## src/rtl/buffer_circ_pkg.sv

```systemverilog
// Shared types and defaults for the buffer_circ write-side arbiter.
// Owner index width helper keeps a 1-bit minimum so two producers still get a port.
package buffer_circ_pkg;

  localparam int SIZE_DEF      = 16;
  localparam int PAR_WRITE_DEF = 4;

  typedef enum logic {
    ARB_IDLE  = 1'b0,
    ARB_BURST = 1'b1
  } arb_state_t;

  function automatic int owner_w(input int n);
    return (n <= 2) ? 1 : $clog2(n);
  endfunction

endpackage

```

## src/rtl/buffer_circ_rr_pick.sv

```systemverilog
// Combinational round-robin picker: first requester after last_owner, with wrap.
// Zero latency; no backpressure, the caller decides when the pick is taken.
module buffer_circ_rr_pick
  import buffer_circ_pkg::*;
#(
  parameter int NUM_REQ = 4,
  parameter int OW      = owner_w(NUM_REQ)
) (
  input  logic [NUM_REQ-1:0] req,
  input  logic [OW-1:0]      last_owner,
  output logic               valid,
  output logic [OW-1:0]      pick
);

  int          idx;
  logic [OW-1:0] idx_w;

  // Walk from the farthest offset down so the nearest requester wins last.
  always_comb begin
    valid = 1'b0;
    pick  = '0;
    idx   = 0;
    idx_w = '0;
    for (int off = NUM_REQ; off >= 1; off--) begin
      idx   = (int'(last_owner) + off) % NUM_REQ;
      idx_w = OW'(idx);
      if (req[idx_w]) begin
        valid = 1'b1;
        pick  = idx_w;
      end
    end
  end

endmodule

```

## src/rtl/buffer_circ_wr_arb.sv

```systemverilog
// Round-robin packet arbiter sharing one buffer_circ write port; one idle bubble per grant,
// writes are combinational from accept; stalls indefinitely on buf_ready=0 or buf_full=1.
module buffer_circ_wr_arb
  import buffer_circ_pkg::*;
#(
  parameter int SIZE      = SIZE_DEF,
  parameter int PAR_WRITE = PAR_WRITE_DEF,
  parameter int NUM_REQ   = 4,
  parameter int MAX_BURST = 8,
  localparam int OW       = owner_w(NUM_REQ),
  localparam int BW       = PAR_WRITE * SIZE,
  localparam int CW       = $clog2(MAX_BURST) + 1
) (
  input  logic                  clk,
  input  logic                  rst,
  input  logic [NUM_REQ-1:0]    req,
  input  logic [NUM_REQ-1:0]    last,
  input  logic [NUM_REQ*BW-1:0] din,
  output logic [NUM_REQ-1:0]    gnt,
  input  logic                  buf_ready,
  input  logic                  buf_full,
  output logic                  buf_wen,
  output logic [BW-1:0]         buf_din,
  output logic [OW-1:0]         owner,
  output logic                  busy
);

  arb_state_t    state_q, state_d;
  logic [OW-1:0] owner_q, owner_d;
  logic [OW-1:0] last_owner_q, last_owner_d;
  logic [CW-1:0] beat_cnt_q, beat_cnt_d;

  logic          pick_vld;
  logic [OW-1:0] pick;
  logic          in_burst;
  logic          accept;
  logic          cap_hit;

  buffer_circ_rr_pick #(
    .NUM_REQ (NUM_REQ),
    .OW      (OW)
  ) u_rr_pick (
    .req        (req),
    .last_owner (last_owner_q),
    .valid      (pick_vld),
    .pick       (pick)
  );

  // Outputs are gated by rst so nothing reaches the buffer during a reset cycle.
  assign in_burst = rst && (state_q == ARB_BURST);
  assign accept   = in_burst && req[owner_q] && buf_ready && !buf_full;
  assign cap_hit  = (beat_cnt_q == CW'(MAX_BURST - 1));

  assign gnt     = accept ? (NUM_REQ'(1) << owner_q) : '0;
  assign buf_wen = accept;
  assign buf_din = accept ? din[owner_q*BW +: BW] : '0;
  assign owner   = owner_q;
  assign busy    = in_burst;

  always_comb begin
    state_d      = state_q;
    owner_d      = owner_q;
    last_owner_d = last_owner_q;
    beat_cnt_d   = beat_cnt_q;
    case (state_q)
      ARB_IDLE: begin
        if (pick_vld) begin
          state_d      = ARB_BURST;
          owner_d      = pick;
          last_owner_d = pick;
          beat_cnt_d   = '0;
        end
      end
      ARB_BURST: begin
        // A dropped request ends the packet without writing anything this cycle.
        if (!req[owner_q]) begin
          state_d = ARB_IDLE;
        end else if (accept) begin
          beat_cnt_d = beat_cnt_q + CW'(1);
          if (last[owner_q] || cap_hit) begin
            state_d = ARB_IDLE;
          end
        end
      end
      default: state_d = ARB_IDLE;
    endcase
  end

  always_ff @(posedge clk) begin
    if (!rst) begin
      state_q      <= ARB_IDLE;
      owner_q      <= '0;
      last_owner_q <= OW'(NUM_REQ - 1);
      beat_cnt_q   <= '0;
    end else begin
      state_q      <= state_d;
      owner_q      <= owner_d;
      last_owner_q <= last_owner_d;
      beat_cnt_q   <= beat_cnt_d;
    end
  end

endmodule

```

## config.mk

```make
export PLATFORM = sky130hd
export DESIGN_NAME = buffer_circ_wr_arb
export DESIGN_NICKNAME = d
export VERILOG_FILES = /design/src/rtl/buffer_circ_pkg.sv /design/src/rtl/buffer_circ_rr_pick.sv /design/src/rtl/buffer_circ_wr_arb.sv
export SDC_FILE = /design/constraint.sdc
export NUM_CORES = 1
export LEC_CHECK = 0
export CAP_MARGIN = 10
export CORE_AREA = 2 2 133 135
export DETAILED_ROUTE_END_ITERATION = 8
export DIE_AREA = 0 0 135 137
export PLACE_DENSITY_LB_ADDON = 0.2
export SETUP_SLACK_MARGIN = 0.4
export SLEW_MARGIN = 15
export SYNTH_ARGS = -nofsm -noshare
export SYNTH_HDL_FRONTEND = slang
export SYNTH_SLANG_ARGS = --single-unit
```

## constraint.sdc

```tcl
create_clock -name clk -period 2.6 [get_ports clk]
set_input_delay 0.78 -clock clk [delete_from_list [all_inputs] [get_ports clk]]
set_output_delay 0.78 -clock clk [all_outputs]
set_load 0.01 [all_outputs]
```

==> out/metrics.cfg <==
[setup_path]
max_stage_delay_ps = 520
r2r-start = owner[0]
path_class = primary input to output port
r2r_cells = 9
ff2ff_setup_slack_ps = 670
arrival_ps = 2270
critPathMaxFanout = 3
end_kind = output port
cp_slowest_cell = mux4_2
cp_common_cell = buf_6
crit_path_end = buf_din[0]
cp-start-kind = primary input
critPathLaunch = req[3]
cp.required_ps = 1820
crit_chain = buf_6, mux4_2, buf_6, buf_16, buf_8, buf_6, buf_6, and3_4, buf_6
r2r_end = beat_cnt_q[3]

[power_and_ir_drop]
p_switching_mw = 0.7075
leakagePower_nw = 3.058
worst_ir_drop_vdd_v = 0.0002079
total_power_mw = 2.253
pwr-share-seq_pct = 8.0
pwr-share-clk_pct = 12.5
internal-power_mw = 1.546
pwr-share-comb_pct = 79.5
switching_share_pct = 31.40
p_per_area_mw_per_mm2 = 287.3

[clocking]
clkLatencyLatePin_ps = 240
htree_levels = 1
hold_buffers = 0
path_clk_slew_ps = 40
cts_buffer_depth = 2
cts_tree = built
cts_root_buf = clkbuf_16
cts-buffers-inserted = 3
cts_sinks = 9

[synthesis]
ys_top_cells_by_area = mux4_2 56%, and3_1 16%, dfxtp_1 6.8%
synth_commonest_cells = 66 x and3_1, 66 x mux4_2, 15 x clkbuf_1, 11 x buf_2, 10 x nand2_1
yosys.area.top_type = mux4_2
synth-seq-area-share_pct = 6.767
synth_top_area_share_pct = 55.83
synth-seq-cells = 9
synth_fp_nets = 502
synth_ff_type = dfxtp_1
syn_inst = 233
synth-edff-count = 0
synth_cell_types = 40
syn_area_mm2 = 0.002663
synth.avg_cell_area_um2 = 11.43
synth-async-reset-ratio_pct = 0
synth_warnings = 0

[die]
num_rows = 48
core_mm2 = 0.01706
die_h_um = 137
ios = 340
start_util_pct = 15.61
design.die.area_mm2 = 0.01850
fp.dieW_um = 135

[global_routing]
grt_use_total_pct = 19.95
grt_max_degree = 39
antenna_found_initial = 2
grt_overflow = 0
grt_pass1_vias = 4276
grt_pass1_wl_um = 27240

[placed_design]
place_area_mm2 = 0.006731
place_inst = 791
place_ws_ps = -862.2
place.gp.congestion = 0.8479
io_buffer_count = 339
dp_hpwl_um = 14180

[timing]
fin_ws_ps = -447.2
holdWs_ps = 475.7
setup_tns_ps = -22000
rsz0062_at_grt = true
hold_viol = 0
min_period_over_period_pct = 117.2
fin_skew_ps = 1.828
fmax_mhz = 328.2
tightest_slew_ps = 325.3
period_minus_slack_ps = 3047
slew_headroom_pct = 78.11
final_max_slew_viol_count = 0
finalSetupViolCount = 65

[routing]
drt_pass1_iterations = 4
wl_per_cell_um = 22.91
avgViaCountPerCell = 4.628
route.vias.total = 3948
postRouteAntennaNets = 0
drc = 0
finalWirelength_um = 19540
drt_iter0_drc = 151

[status]
outcome = complete, but fails checks
violations = negative setup slack

[final_layout]
diodes = 0
drive_gt1_share_pct = 48.73
area_growth_pct = 194.6
final_area_mm2 = 0.007844
instances_no_fill = 853
postLayoutCoreUtil_pct = 45.99
fin_nets = 898

[job]
maxCapViolations = 0

[min_path]
hp-class = flip-flop to flip-flop
holdPathStages = 2

-- layout make-up --
| class | count | area [um2] |
|---|---|---|
| Clock buffer | 4 | 78.83 |
| Fill cell | 1587 | 9213 |
| Inverter | 6 | 25.02 |
| Multi-Input combinational cell | 183 | 2620 |
| Sequential cell | 9 | 187.7 |
| Tap cell | 225 | 281.5 |
| Timing Repair Buffer | 426 | 4651 |
-- how the worst min path moves through the flow --
stage | startpoint | to
final | beat_cnt_q[1] | beat_cnt_q[1]
after global routing | beat_cnt_q[1] | beat_cnt_q[1]
after CTS | beat_cnt_q[1] | beat_cnt_q[1]
after detailed placement | beat_cnt_q[1] | beat_cnt_q[1]
after global placement | beat_cnt_q[1] | beat_cnt_q[1]
after floorplan | beat_cnt_q[1] | beat_cnt_q[1]
-- logic make-up (layout without fill, tap and decap cells) --
logic type / after synthesis / in the layout / synth area share (%)
and+or+nand+nor: 95 / 95 / 21.71
muxes: 67 / 67 / 56.20
buffers and inverters: 41 / 436 / 8.975
AOI/OAI and AO/OA: 19 / 19 / 5.545
DFF: 9 / 9 / 6.767
adders and majority gates: 1 / 1 / 0.4698
xor gates and xnor gates: 1 / 1 / 0.3290
-- worst max-delay path: cells and delay by family --
family / cells / cell delay (ps)
mux: 1 / 520
buf+inv: 7 / 830
simple gates: 1 / 140
-- placed cells by master, fill, tap and decap left out, types with 2 or more instances in the layout --
master           instances
dlygate4sd2_1           13
clkbuf_16                3
mux4_2                  66
and3_4                  60
dfxtp_1                  7
buf_2                   10
nor4_1                   2
buf_6                   88
o21ai_0                  2
dfxtp_4                  2
nand2b_1                 2
buf_16                  10
buf_4                   30
inv_1                    5
nand2_1                  9
nand3_1                  2
clkdlybuf4s50_1        249
buf_8                    6
nand4_1                  2
o211ai_1                 2
and3_1                   6
a211oi_1                 2
buf_12                  19
-- power groups by stage --
stage / Clock, mW / Combinational, mW / Sequential (mW)
after floorplan: 0 / 0.693 / 0.167
after global placement: 0 / 1.30 / 0.186
after detailed placement: 0 / 1.32 / 0.186
after CTS: 0.280 / 1.76 / 0.182
after global routing: 0.291 / 1.90 / 0.184
final: 0.281 / 1.79 / 0.181
-- timing repair --
action,in CTS,in global routing
setup buffers,44,4
pin swaps,7,3
cloned,10,0
endpoints found under the setup margin,74,69
gates resized for setup,443,23
-- layer usage --
layer  global-route usage (%)  part of all wire (%)  vias to the layer above
li1                         -                     -                     1784
met4                    4.051                   2.0                        2
met5                        0                 0.041                        -
met3                    5.037                   7.4                       34
met2                    35.31                    51                      166
met1                    24.61                    39                     1962
-- state kept, by name, indices dropped and copies added, names as in the netlist --
| signal | cells |
|---|---|
| last_owner_q | 2 |
| owner | 2 |
| state_q | 1 |
| beat_cnt_q | 4 |
(Power assumes the default switching activity.)
